<file path="src/rtl/alu_pkg.sv">
`default_nettype none
// alu_pkg: shared opcode, error-code and parser-state encodings for the ALU packet path.
package alu_pkg;

    typedef enum logic [7:0] {
        OPC_ADD  = 8'h10,
        OPC_MUL  = 8'h11,
        OPC_DIV  = 8'h12,
        OPC_ECHO = 8'hEC
    } opcode_t;

    typedef enum logic [1:0] {
        ERR_NONE    = 2'd0,
        ERR_OPCODE  = 2'd1,
        ERR_LEN     = 2'd2,
        ERR_TIMEOUT = 2'd3
    } err_code_t;

    // Encoding is visible on state_o, so keep values fixed.
    typedef enum logic [2:0] {
        ST_OPCODE  = 3'd0,
        ST_RSVD    = 3'd1,
        ST_LEN_LO  = 3'd2,
        ST_LEN_HI  = 3'd3,
        ST_PAYLOAD = 3'd4,
        ST_EMIT    = 3'd5,
        ST_DRAIN   = 3'd6
    } state_t;

    localparam logic [15:0] HDR_BYTES_C     = 16'd4;
    localparam logic [15:0] MIN_ARITH_LEN_C = 16'd12;
    localparam logic [15:0] MIN_ECHO_LEN_C  = 16'd5;

    function automatic logic is_arith(input logic [7:0] op);
        return (op == OPC_ADD) || (op == OPC_MUL) || (op == OPC_DIV);
    endfunction

endpackage
`default_nettype wire

</file>
<file path="src/rtl/alu_byte_packer.sv">
`default_nettype none
// alu_byte_packer: gathers four bytes into a little-endian 32-bit word; done flags the completing byte.
module alu_byte_packer (
    input  logic        clk,
    input  logic        rst,
    input  logic        clear,
    input  logic        load,
    input  logic [7:0]  data,
    output logic [31:0] word_next,
    output logic        done
);

    logic [31:0] word;
    logic [1:0]  idx;

    // Right shift puts the first byte in bits [7:0] after four loads.
    assign word_next = {data, word[31:8]};
    assign done      = load && (idx == 2'd3);

    always_ff @(posedge clk or negedge rst) begin
        if (!rst) begin
            word <= 32'd0;
            idx  <= 2'd0;
        end else if (clear) begin
            word <= 32'd0;
            idx  <= 2'd0;
        end else if (load) begin
            word <= word_next;
            idx  <= idx + 2'd1;
        end
    end

endmodule
`default_nettype wire

</file>
<file path="src/rtl/alu_packet_parser.sv">
`default_nettype none
// alu_packet_parser: parses opcode/rsvd/len headers and emits 32-bit LE operands on a valid/ready stream.
// Define ALU_PARSER_TIMEOUT_EN to abort packets whose bytes stall for TIMEOUT_CYCLES_P cycles.
module alu_packet_parser
    import alu_pkg::*;
#(
    parameter logic [15:0] MAX_LEN_P        = 16'd1024,
    parameter logic [23:0] TIMEOUT_CYCLES_P = 24'd1000000
) (
    input  logic        clk,
    input  logic        rst,
    input  logic [7:0]  data_i,
    input  logic        valid_i,
    output logic        ready_o,
    output logic [7:0]  opcode_o,
    output logic [15:0] op_count_o,
    output logic [31:0] operand_o,
    output logic        valid_o,
    output logic        last_o,
    input  logic        ready_i,
    output logic        err_o,
    output logic [1:0]  err_code_o,
    output logic [2:0]  state_o
);

    state_t      state;
    err_code_t   err_code;
    logic [7:0]  opcode_q;
    logic [7:0]  len_lo;
    logic [15:0] remaining;
    logic [15:0] emit_idx;
    logic [15:0] len;
    logic        accept;
    logic        arith;
    logic        echo;
    logic        len_ok;
    logic        pk_clear;
    logic        pk_load;
    logic        pk_done;
    logic [31:0] pk_word;
    logic        timeout_fire;

    assign accept     = valid_i && ready_o;
    assign len        = {data_i, len_lo};
    assign arith      = is_arith(opcode_q);
    assign echo       = (opcode_q == OPC_ECHO);
    assign len_ok     = arith ? ((len >= MIN_ARITH_LEN_C) && (len[1:0] == 2'b00) && (len <= MAX_LEN_P))
                              : ((len >= MIN_ECHO_LEN_C) && (len <= MAX_LEN_P));
    assign state_o    = state;
    assign err_code_o = err_code;
    assign pk_clear   = ((state == ST_OPCODE) && accept) || timeout_fire;
    assign pk_load    = (state == ST_PAYLOAD) && accept && arith;

    alu_byte_packer u_packer (
        .clk       (clk),
        .rst       (rst),
        .clear     (pk_clear),
        .load      (pk_load),
        .data      (data_i),
        .word_next (pk_word),
        .done      (pk_done)
    );

`ifdef ALU_PARSER_TIMEOUT_EN
    logic [23:0] idle_cnt;
    logic        idle_run;

    assign idle_run     = (state != ST_OPCODE) && (state != ST_EMIT) && !accept;
    assign timeout_fire = idle_run && (idle_cnt == TIMEOUT_CYCLES_P - 24'd1);

    always_ff @(posedge clk or negedge rst) begin
        if (!rst) begin
            idle_cnt <= 24'd0;
        end else if (!idle_run || timeout_fire) begin
            idle_cnt <= 24'd0;
        end else begin
            idle_cnt <= idle_cnt + 24'd1;
        end
    end
`else
    logic unused_timeout;
    assign timeout_fire   = 1'b0;
    assign unused_timeout = ^TIMEOUT_CYCLES_P;
`endif

    always_ff @(posedge clk or negedge rst) begin
        if (!rst) begin
            state      <= ST_OPCODE;
            err_code   <= ERR_NONE;
            opcode_q   <= 8'd0;
            len_lo     <= 8'd0;
            remaining  <= 16'd0;
            emit_idx   <= 16'd0;
            ready_o    <= 1'b0;
            opcode_o   <= 8'd0;
            op_count_o <= 16'd0;
            operand_o  <= 32'd0;
            valid_o    <= 1'b0;
            last_o     <= 1'b0;
            err_o      <= 1'b0;
        end else begin
            err_o   <= 1'b0;
            ready_o <= 1'b1;
            if (timeout_fire) begin
                err_o    <= 1'b1;
                err_code <= ERR_TIMEOUT;
                valid_o  <= 1'b0;
                last_o   <= 1'b0;
                state    <= ST_OPCODE;
            end else begin
                case (state)
                    ST_OPCODE: if (accept) begin
                        opcode_q <= data_i;
                        state    <= ST_RSVD;
                    end
                    ST_RSVD: if (accept) begin
                        state <= ST_LEN_LO;
                    end
                    ST_LEN_LO: if (accept) begin
                        len_lo <= data_i;
                        state  <= ST_LEN_HI;
                    end
                    ST_LEN_HI: if (accept) begin
                        opcode_o <= opcode_q;
                        emit_idx <= 16'd0;
                        if (!(arith || echo) || !len_ok) begin
                            err_o      <= 1'b1;
                            err_code   <= (arith || echo) ? ERR_LEN : ERR_OPCODE;
                            op_count_o <= 16'd0;
                            // Short lengths have no body to drain.
                            if (len > HDR_BYTES_C) begin
                                remaining <= len - HDR_BYTES_C;
                                state     <= ST_DRAIN;
                            end else begin
                                state <= ST_OPCODE;
                            end
                        end else begin
                            op_count_o <= arith ? ((len - HDR_BYTES_C) >> 2) : (len - HDR_BYTES_C);
                            state      <= ST_PAYLOAD;
                        end
                    end
                    ST_PAYLOAD: if (accept && (echo || pk_done)) begin
                        operand_o <= echo ? {24'd0, data_i} : pk_word;
                        valid_o   <= 1'b1;
                        last_o    <= (emit_idx == op_count_o - 16'd1);
                        ready_o   <= 1'b0;
                        state     <= ST_EMIT;
                    end
                    ST_EMIT: begin
                        if (ready_i) begin
                            valid_o  <= 1'b0;
                            last_o   <= 1'b0;
                            emit_idx <= emit_idx + 16'd1;
                            state    <= last_o ? ST_OPCODE : ST_PAYLOAD;
                        end else begin
                            ready_o <= 1'b0;
                        end
                    end
                    ST_DRAIN: if (accept) begin
                        remaining <= remaining - 16'd1;
                        if (remaining == 16'd1) begin
                            state <= ST_OPCODE;
                        end
                    end
                    default: state <= ST_OPCODE;
                endcase
            end
        end
    end

endmodule
`default_nettype wire

</file>
<file path="config.mk">
export PLATFORM = sky130hd
export DESIGN_NAME = alu_packet_parser
export DESIGN_NICKNAME = d
export VERILOG_FILES = /design/src/rtl/alu_pkg.sv /design/src/rtl/alu_byte_packer.sv /design/src/rtl/alu_packet_parser.sv
export SDC_FILE = /design/constraint.sdc
export NUM_CORES = 1
export LEC_CHECK = 0
export ABC_AREA = 1
export BUFFER_PORTS_ARGS = -buffer_cell sky130_fd_sc_hd__buf_4
export CAP_MARGIN = 30
export CORE_MARGIN = 3
export CORE_UTILIZATION = 42
export DETAILED_ROUTE_END_ITERATION = 8
export GPL_TIMING_DRIVEN = 0
export PLACE_DENSITY = 0.64
export SLEW_MARGIN = 20
export SYNTH_ARGS = -nofsm -noshare
export SYNTH_HDL_FRONTEND = slang
export SYNTH_SLANG_ARGS = --single-unit
</file>
<file path="constraint.sdc">
create_clock -name clk -period 1.88 [get_ports clk]
set_input_delay 0.094 -clock clk [delete_from_list [all_inputs] [get_ports clk]]
set_output_delay 0.094 -clock clk [all_outputs]
set_load 0.02 [all_outputs]
</file>
# [Yosys cells after proc, flatten, opt, wreduce, memory -nomap -nowiden]
# Cells that the tools add are included.
# W data, S select, Z words.
[word_totals] ff_bits=147 output_inout_bits=65
[classes] addsub=5 magnitude_cmp=4 eq_ne=23 mux=40 reduce_logical=31
[op_table] op="$mux W16" n=8
[op_table] op="$mux W32" n=3
[op_table] op="$pmux W16 S2" n=2
[op_table] op="$mux W3" n=11
[op_table] op="$sub A16 B1 Y16 const B" n=2
[op_table] op="$eq A8 B5 Y1 const B" n=3
[op_table] op="$pmux W3 S7" n=1
[op_table] op="$ne A2 B2 Y1 const B" n=9
[op_table] op="$add A16 B1 Y16 const B" n=1
[op_table] op="$eq A16 B1 Y1 const B" n=1
[op_table] op="$eq A16 B16 Y1" n=1
[op_table] op="$ge A16 B3 Y1 const B" n=1
[op_table] op="$ge A16 B4 Y1 const B" n=1
[op_table] op="$gt A16 B3 Y1 const B" n=1
[op_table] op="$le A16 B11 Y1 const B" n=1
[op_table] op="$sub A16 B3 Y16 const B" n=1
[op_table] op="$eq A3 B3 Y1 const B" n=3
[op_table] op="$logic_and A1 B1 Y1" n=9
[op_table] op="$mux W1" n=9
[op_table] op="$reduce_and A3 Y1" n=3
[op_table] op="$eq A8 B8 Y1 const B" n=1
[op_table] op="$reduce_and A2 Y1" n=4
[op_table] op="$reduce_and A8 Y1" n=1
[op_table] op="$reduce_bool A2 Y1" n=4
[op_table] op="other kinds (12)" n=22

# [Longest topological paths before layout]
# Gate-level depths: netlist (run 1).
[depth] word_depth=9 depth_mapped=15 ltp_nobuf=14

# [Modules after synthesis]
# Synthesis (run 1) repeated with hierarchy kept, for this count alone.
[unflattened] hier_cells=1026 area_unflattened_um2=7721.2
[by_module_without_submodules] mod="alu_packet_parser" n_inst=1 cells_per_inst=901 area_each_um2=6456.2 seq_area_each_um2=2827.7
[by_module_without_submodules] mod="alu_byte_packer" n_inst=1 cells_per_inst=125 area_each_um2=1265.0 seq_area_each_um2=650.6

# [Worst setup path after synthesis (run 1)]
# No wires, ideal clock.
[synth_timing] path_type="register to register" start="register len_lo[2]" end="register remaining[4]" t_arrival_ps=1634 t_required_ps=1765 slack_ps=130 path_stages_with_launch=13 period_less_slack_ps=1750 cell_sequence="dfrtp_1 inv_1 ha_1 nand2_1 nor2_2 nand3_1 nand2_1 inv_1 nand2_4 nand2_4 buf_6 nand3_1 nand2_2"
[synth_between] elab_chain_cells=8
[synth_lines] item="from (decl)" line_no="alu_packet_parser.sv:29" source="logic [7:0] len_lo;"
[synth_lines] item="from (signal assigned)" line_no="alu_packet_parser.sv:120" source="len_lo <= data_i;"
[synth_lines] item="$ge A16 B4 Y1" line_no="alu_packet_parser.sv:47" source="assign len_ok = arith ? ((len >= MIN_ARITH_LEN_C) && (len[1:0] == 2'b00) && (len <= MAX_LEN_P))"
[synth_lines] item="$logic_and A1 B1 Y1 (2 in a row)" line_no="alu_packet_parser.sv:47"
[synth_lines] item="$mux W1" line_no="alu_packet_parser.sv:47"
[synth_lines] item="$logic_not A1 Y1" line_no="alu_packet_parser.sv:126" source="if (!(arith || echo) || !len_ok) begin"
[synth_lines] item="$logic_or A1 B1 Y1" line_no="alu_packet_parser.sv:126"
[synth_lines] item="$ne A2 B2 Y1 (no line)"
[synth_lines] item="$reduce_and A5 Y1 (no line)"
[synth_lines] item="to (signal assigned)" line_no="alu_packet_parser.sv:132" source="remaining <= len - HDR_BYTES_C;"
[synth_lines] item="to (signal assigned)" line_no="alu_packet_parser.sv:160" source="remaining <= remaining - 16'd1;"
[synth_lines] item="to (decl)" line_no="alu_packet_parser.sv:30" source="logic [15:0] remaining;"
# Several ways; a longest one is shown, not always the timed one. The select of a mux whose other input is x is not followed.
# A chain may end at the register's enable or synchronous reset.

# [Final worst setup path (run 1)]
[layout_timing] start="register len_lo[3]" end="register remaining[14]"
# The elaborated chain is that of the path after synthesis.

==> impl_metrics.sql, run 1 <==
INSERT INTO impl_metrics (metric_group, metric, value, unit) VALUES
('pwr', 'vdd.ir_drop.worst', '0.742', 'mV'),
('die', 'core_area', '0.0174', 'sq mm'),
('die', 'rows', '48', ''),
('yosys', 'netlist_top_cells_count', 'sky130_fd_sc_hd__nand2_1 (250), sky130_fd_sc_hd__dfrtp_1 (139), sky130_fd_sc_hd__inv_1 (98)', ''),
('die', 'floorplan.io_pins', '77', ''),
('critical_path', 'path_delay_family', 'simple AND/OR/NAND/NOR gates', ''),
('cts', 'cts_sinks', '139', ''),
('pwr', 'comb_power_share', '42.4', '%'),
('yosys', 'synth_compound_gate_area_share', '12.5', '%'),
('yosys', 'synthCells', '945', ''),
('timing', 'slew_headroom', '64.5', '%'),
('global_route', 'antenna_violations_before_repair', '0', ''),
('worst_hold_path', 'class_of_the_worst_hold_path', 'in2reg', ''),
('global_route', 'grt.total_usage', '22.1', '%'),
('yosys', 'post_synth_num_cell_types', '38', ''),
('yosys', 'synth_top_family_by_area', 'simple AND/OR/NAND/NOR gates', ''),
('critical_path', 'critical_path.n_buffers_inverters', '3', ''),
('yosys', 'cells_taking_the_most_area_after_synthesis', 'sky130_fd_sc_hd__dfrtp_1 (46%), sky130_fd_sc_hd__nand2_1 (12%), sky130_fd_sc_hd__inv_1 (4.9%), sky130_fd_sc_hd__o21ai_0 (4.8%), sky130_fd_sc_hd__nand3_1 (4.0%)', ''),
('routing', 'drt_iter0_markers', '377', ''),
('cts', 'root_driver', 'sky130_fd_sc_hd__clkbuf_16', ''),
('final_layout', 'final_core_utilization', '56.1', '%'),
('pwr', 'power_switching_share', '42.4', '%'),
('critical_path', 'timing.critical_path.to_type', 'flop', ''),
('yosys', 'synthDominantCellAreaShare', '46.2', '%'),
('pwr', 'leakage_power_summed_over_all_cells', '4.82', 'nW'),
('run_status', 'failed_checks', 'negative setup slack', ''),
('final_layout', 'syn_to_final_growth', '29.8', '%'),
('run_status', 'outcome', 'finished, violations left', ''),
('yosys', 'top_reg_cell_synth', 'sky130_fd_sc_hd__dfrtp_1', ''),
('die', 'initial_core_utilization', '43.2', '%'),
('global_route', 'grt_first_pass_wirelength', '34400', 'microns'),
('job', 'maxCapViolations', '0', ''),
('critical_path', 'timing.critical_path.required', '2.20', 'ns'),
('critical_path', 'slowest_stage', 'sky130_fd_sc_hd__dfrtp_1', ''),
('timing', 'finalClockSkew', '0.0133', 'ns'),
('timing', 'final_min_period_over_clock_period', '104', '%'),
('yosys', 'synth.yosys.warnings', '0', ''),
('die', 'dieArea', '0.0196', 'sq mm'),
('critical_path', 'cp_cell_sequence', 'inv_2 -> buf_6 -> ha_4 -> a21oi_2 -> nand2_1 -> nor2_2 -> nor2_4 -> nand2_4 -> nand2_4 -> nand2_8 -> nand2_8 -> clkbuf_16 -> nand2_2 -> nand2_1', ''),
('timing', 'worst_pin_slew', '0.532', 'ns'),
('timing', 'unrepaired_setup_endpoints_after_global_routing', 'yes', ''),
('critical_path', 'critical_path_arrival', '2.26', 'ns'),
('timing', 'setup_viol_count_final', '17', ''),
('yosys', 'yosys_top_cell_by_area', 'sky130_fd_sc_hd__dfrtp_1', ''),
('yosys', 'synth-edff-count', '0', ''),
('timing', 'layout_setup_ws', '-0.0668', 'ns'),
('critical_path', 'start_kind', 'flop', ''),
('routing', 'finalWirelength', '21400', 'microns'),
('routing', 'drc_errors', '0', ''),
('global_route', 'global_route.overflow_total', '0', ''),
('yosys', 'synth.area.mux_share', '0.133', '%'),
('routing', 'viasPerCell', '5.21', ''),
('yosys', 'fraction_of_the_mapped_netlist_area_in_simple_logic_gates', '27.8', '%'),
('final_layout', 'antenna_cells', '0', ''),
('pwr', 'power.clock.fraction', '24.0', '%'),
('die', 'die_height', '140', 'microns'),
('routing', 'routed-via-count', '6866', ''),
('timing', 'final.min_clock_period', '1.95', 'ns'),
('yosys', 'yosys.area_share.adder', '1.50', '%'),
('place', 'count_of_input_and_output_buffers', '76', ''),
('pwr', 'power.internal', '0.00799', 'W'),
('critical_path', 'path_class', 'reg2reg', ''),
('timing', 'maxSlewViolCount', '0', ''),
('pwr', 'power_density', '1420', 'mW/mm^2'),
('cts', 'clk_transition_reported_paths', '0.07', 'ns'),
('yosys', 'syn_avg_cell_area', '7.96', 'sq um'),
('yosys', 'synth_seq_cells', '139', ''),
('cts', 'tritoncts.num_buffers', '17', ''),
('cts', 'clock_tree_from_tritoncts', 'done', ''),
('cts', 'clk-insertion-delay-late', '0.43', 'ns'),
('cts', 'cts_htree_levels', '4', '');
## worst paths after layout
path	cells after the start	slack, ns	startpoint	end
worst min-delay path	3	0.02	data_i[7]	operand_o[7]$_DFFE_PN0P_
worst max-delay path	14	-0.07	len_lo[3]$_DFFE_PN0P_	remaining[14]$_DFFE_PN0P_
worst min register to register	2	0.48	remaining[14]$_DFFE_PN0P_	remaining[14]$_DFFE_PN0P_
max in group asynchronous	3	0.89	rst	len_lo[2]$_DFFE_PN0P_
min in group asynchronous	2	0.15	rst	opcode_o[0]$_DFFE_PN0P_
worst max register to register	14	-0.07	len_lo[3]$_DFFE_PN0P_	remaining[14]$_DFFE_PN0P_
## cell families after synthesis
| logic type | count (synthesis) |
|---|---|
| muxes | 1 |
| adders and majority gates | 9 |
| DFF | 139 |
| and+or+nand+nor | 459 |
| buffers and inverters | 140 |
| xor gates and xnor gates | 35 |
| AOI/OAI and AO/OA | 162 |
## worst min-delay path, stage by stage
cell	delay, ns
sky130_fd_sc_hd__buf_4	0.10
sky130_fd_sc_hd__o21ai_0	0.08
sky130_fd_sc_hd__o21ai_1	0.13
## layout by cell type (no fill, tap or decap), drive strengths merged
master and n:
clkinvlp 1, xor2 27, dfrtp 139, o31ai 26
xnor2 8, o211ai 5, nand3 61, a21oi 18
clkinv 4, nor2 86, nand2 276, ha 9
nor3 14, nor4 2, or2 2, o22ai 23
bufinv 1, clkbuf 35, o21bai 1, buf 123
a22oi 5, nand3b 5, inv 117, dlygate4sd3 7
nand4 13, mux2i 1, o21ai 84
## per-layer routing
layer / vias to the layer above / track usage, % / wire length, microns
li1: 3358 / - / -
met1: 3284 / 30.3 / 9650
met2: 191 / 35.1 / 10200
met3: 33 / 3.71 / 986
met4: 0 / 8.31 / 563
met5: - / 0 / 0
## power by group through the flow
stage          registers (W)  logic (W)  clock network (W)
6_report             0.00465    0.00588            0.00333
5_1_grt              0.00477    0.00658            0.00351
4_1_cts              0.00456    0.00546            0.00337
3_5_place_dp         0.00458    0.00505                  0
3_3_place_gp         0.00457    0.00497                  0
2_1_floorplan        0.00467    0.00341                  0
## flip-flops by register name, indices dropped and copies added (netlist names)
name,cells
operand_o,32
u_packer.word,24
emit_idx,16
op_count_o,16
remaining,16
len_lo,8
opcode_o,8
opcode_q,8
state_o,3
err_code_o,2
u_packer.idx,2
err_o,1
last_o,1
ready_o,1
valid_o,1
## final cells by class
| type | instances | area, sq um | area share (%) |
|---|---|---|---|
| multi-input combinational | 666 | 3810 | 39.1 |
| sequential | 139 | 3490 | 35.8 |
| timing repair buffer | 116 | 976 | 10.0 |
| clock buffer | 17 | 425 | 4.36 |
| inverter | 108 | 410 | 4.20 |
| tap | 225 | 282 | 2.88 |
| buffer | 32 | 211 | 2.17 |
| clock inverter | 15 | 151 | 1.55 |
## metrics by stage
step / total power [W] / cells / TNS (ns) / cell area [sq um] / hold slack, ns
2_1_floorplan: 0.00808 / 945 / 0 / 7520 / -0.202
3_3_place_gp: 0.00955 / 1246 / -14.08 / 8380 / 0.396
3_5_place_dp: 0.00963 / 1247 / -14.41 / 8410 / 0.0128
4_1_cts: 0.0134 / 1308 / 0 / 9410 / 0.0168
5_1_grt: 0.0149 / 1318 / -2.85 / 9760 / 0.0455
6_report: 0.0139 / 1318 / -0.743 / 9760 / 0.0226
## what timing repair did
item / 4_1_cts / 5_1_grt
pin swaps: 13 / 27
hold buffers: 7 / 0
setup buffers: 21 / 10
endpoints found under the setup margin: 69 / 99
gates cloned: 1 / 1
resized for setup: 50 / 84
hold endpoints to repair: 47 / 0
(Power assumes the default switching activity.)
==> run 2, diff against run 1 <==
--- a/config.mk
+++ b/config.mk
@@ -9,11 +9,11 @@
 export BUFFER_PORTS_ARGS = -buffer_cell sky130_fd_sc_hd__buf_4
 export CAP_MARGIN = 30
 export CORE_MARGIN = 3
-export CORE_UTILIZATION = 42
+export CORE_UTILIZATION = 54
 export DETAILED_ROUTE_END_ITERATION = 8
 export GPL_TIMING_DRIVEN = 0
-export PLACE_DENSITY = 0.64
-export SLEW_MARGIN = 20
+export PLACE_DENSITY = 0.79
+export SKIP_CTS_REPAIR_TIMING = 1
 export SYNTH_ARGS = -nofsm -noshare
 export SYNTH_HDL_FRONTEND = slang
 export SYNTH_SLANG_ARGS = --single-unit
==> run 2 against run 1 <==
Net effect: the flow finishes with violations (negative hold slack, negative setup slack); maximum frequency down 2.3%; wire length is 5.9% higher; non-clock buffer count down 4; sequential power about the same; setup slack worse by 0.046 ns; global-route usage increased by 5.5 points; clock power is 4% higher; final cell count decreased by 4.0%; first-iteration DRC count rose by 120%; critical endpoint is now last_o$_DFFE_PN0P_; largest power group unchanged.
==> impl_metrics.sql, run 2 (synthesis results as in run 1) <==
INSERT INTO impl_metrics (metric_group, metric, value, unit) VALUES
('timing', 'final_min_period_over_clock_period', '106', '%'),
('routing', 'drt_iter0_markers', '843', ''),
('routing', 'viasPerCell', '5.84', ''),
('die', 'die_x', '124', 'microns'),
('timing', 'finalHoldViolations', '2', ''),
('final_layout', 'antenna_cells', '0', ''),
('cts', 'root_driver', 'sky130_fd_sc_hd__clkbuf_16', ''),
('pwr', 'leakage_power_summed_over_all_cells', '4.88', 'nW'),
('cts', 'cts_htree_levels', '4', ''),
('global_route', 'first_global_vias', '6499', ''),
('die', 'die_height', '124', 'microns'),
('place', 'gp_congestion', '0.972', ''),
('die', 'floorplan.io_pins', '77', ''),
('routing', 'drt.antenna.violating_nets', '0', ''),
('timing', 'unrepaired_setup_endpoints_after_global_routing', 'yes', ''),
('final_layout', 'most-common-layout-cells', 'sky130_fd_sc_hd__nand2_1 (208), sky130_fd_sc_hd__dfrtp_1 (130), sky130_fd_sc_hd__buf_4 (101)', ''),
('timing', 'slew_headroom', '61.3', '%'),
('global_route', 'grt_first_pass_wirelength', '32800', 'microns'),
('global_route', 'grt.total_usage', '27.5', '%'),
('final_layout', 'fin_area', '0.00990', 'sq mm'),
('final_layout', 'most_common_library_cell_in_the_layout_ignoring_fill_and_taps', 'sky130_fd_sc_hd__nand2_1', ''),
('place', 'dpl.hpwl', '14600', 'microns'),
('job', 'maxCapViolations', '0', ''),
('final_layout', 'fraction_of_layout_cells_with_a_size_suffix_above_1', '29.3', '%'),
('final_layout', 'reg_top3', 'operand_o x32, u_packer.word x24', ''),
('critical_path', 'timing.critical_path.to_type', 'flop', ''),
('final_layout', 'finalNetCount', '1097', ''),
('global_route', 'antenna_violations_before_repair', '0', ''),
('critical_path', 'start_kind', 'flop', ''),
('critical_path', 'critical_path_maximum_fanout', '5', ''),
('timing', 'fin_tns_setup', '-2.33', 'ns'),
('critical_path', 'timing.critical_path.required', '2.25', 'ns'),
('final_layout', 'largest_reg_by_ff_count', 'operand_o', ''),
('die', 'dieArea', '0.0154', 'sq mm'),
('global_route', 'global_route.overflow_total', '0', ''),
('cts', 'clk_transition_reported_paths', '0.06', 'ns'),
('routing', 'detail_route.first_pass.iterations', '6', ''),
('routing', 'drc_errors', '0', ''),
('run_status', 'outcome', 'finished, violations left', ''),
('final_layout', 'largest_register_ffs', '32', ''),
('routing', 'routed-via-count', '7385', ''),
('final_layout', 'syn_to_final_growth', '31.6', '%'),
('run_status', 'failed_checks', 'negative hold slack, negative setup slack', ''),
('die', 'rows', '42', ''),
('timing', 'worst_pin_slew', '0.580', 'ns'),
('pwr', 'power_density', '1410', 'mW/mm^2'),
('die', 'initial_core_utilization', '55.9', '%'),
('pwr', 'vdd.ir_drop.worst', '0.909', 'mV'),
('cts', 'clock_tree_from_tritoncts', 'done', ''),
('routing', 'post_drt_wl_per_cell', '17.9', 'microns'),
('timing', 'holdWs', '-0.0298', 'ns'),
('cts', 'clk-insertion-delay-late', '0.44', 'ns'),
('global_route', 'grt_start_max_net_pins', '88', ''),
('place', 'placed_cell_area', '0.00835', 'sq mm'),
('timing', 'setup_viol_count_final', '47', ''),
('timing', 'finalClockSkew', '0.00924', 'ns'),
('routing', 'finalWirelength', '22600', 'microns'),
('critical_path', 'path_class', 'reg2reg', ''),
('die', 'core_area', '0.0135', 'sq mm'),
('timing', 'clock.fmax', '502', 'MHz'),
('critical_path', 'critical_path_arrival', '2.36', 'ns'),
('timing', 'layout_setup_ws', '-0.113', 'ns'),
('cts', 'tritoncts.num_buffers', '17', ''),
('place', 'count_of_input_and_output_buffers', '76', ''),
('worst_hold_path', 'class_of_the_worst_hold_path', 'in2reg', ''),
('cts', 'clock_path_buffers', '2', ''),
('final_layout', 'final_core_utilization', '73.6', '%'),
('cts', 'cts_sinks', '139', ''),
('timing', 'final.min_clock_period', '1.99', 'ns'),
('timing', 'maxSlewViolCount', '0', '');
[run 2: cell count changes in the layout (fill, tap and decap cells not counted), sizes merged]
cell,before,now
buf,123,117
bufinv,1,2
clkbuf,35,42
clkinvlp,1,2
dlygate4sd3,7,2
inv,117,115
[run 2: layer usage]
| layer | GRT usage, % | part of all wire [%] | vias up |
|---|---|---|---|
| li1 | - | - | 3359 |
| met1 | 39.1 | 42 | 3537 |
| met2 | 41.4 | 47 | 412 |
| met3 | 5.40 | 8.1 | 77 |
| met4 | 11.2 | 2.9 | 0 |
| met5 | 0 | 0 | - |
[run 2: final cells by class]
cell class | instances | area (sq um)
clock buffer | 17 | 425
fill | 958 | 3550
multi-input combinational | 666 | 3940
clock inverter | 15 | 181
inverter | 108 | 410
sequential | 139 | 3490
buffer | 32 | 269
tap | 176 | 220
timing repair buffer | 112 | 972
[run 2: worst paths after layout]
kind / start / to / slack (ns) / cells after the start
min in group asynchronous: rst / opcode_o[3]$_DFFE_PN0P_ / 0.17 / 2
hold / removal: data_i[6] / u_packer.word[30]$_DFFE_PN0P_ / -0.03 / 3
setup / recovery: opcode_q[4]$_DFFE_PN0P_ / last_o$_DFFE_PN0P_ / -0.11 / 12
max in group asynchronous: rst / state_o[2]$_DFFE_PN0P_ / 0.90 / 3
setup reg to reg: opcode_q[4]$_DFFE_PN0P_ / last_o$_DFFE_PN0P_ / -0.11 / 12
hold reg to reg: opcode_o[7]$_DFFE_PN0P_ / opcode_o[7]$_DFFE_PN0P_ / 0.49 / 2
[run 2: where the power goes]
| group | internal, W | switching (W) | leakage, nW |
|---|---|---|---|
| sequential | 0.00378 | 0.000874 | 1.84 |
| clock | 0.00201 | 0.00145 | 0.292 |
| combinational | 0.00225 | 0.00365 | 2.75 |
[run 2: stage by stage]
step / total power [W] / std cells / worst slack, ns
after floorplan: 0.00808 / 945 / 0.130
after global placement: 0.00950 / 1197 / -0.296
after detailed placement: 0.00964 / 1198 / -0.405
after CTS: 0.0131 / 1230 / -0.367
after global routing: 0.0149 / 1265 / -0.217
final: 0.0140 / 1265 / -0.113
[run 2: critical path: stages (launching register included)]
cell                      delay, ns
sky130_fd_sc_hd__dfrtp_1       0.43
sky130_fd_sc_hd__inv_2         0.08
sky130_fd_sc_hd__nor2_4        0.15
sky130_fd_sc_hd__nand2_2       0.08
sky130_fd_sc_hd__nor2_4        0.24
sky130_fd_sc_hd__nand3_2       0.16
sky130_fd_sc_hd__nand2_4       0.13
sky130_fd_sc_hd__nand2_8       0.10
sky130_fd_sc_hd__nor2_2        0.13
sky130_fd_sc_hd__nand2_1       0.10
sky130_fd_sc_hd__nor2_2        0.12
sky130_fd_sc_hd__nand2_2       0.10
sky130_fd_sc_hd__nand2_1       0.09
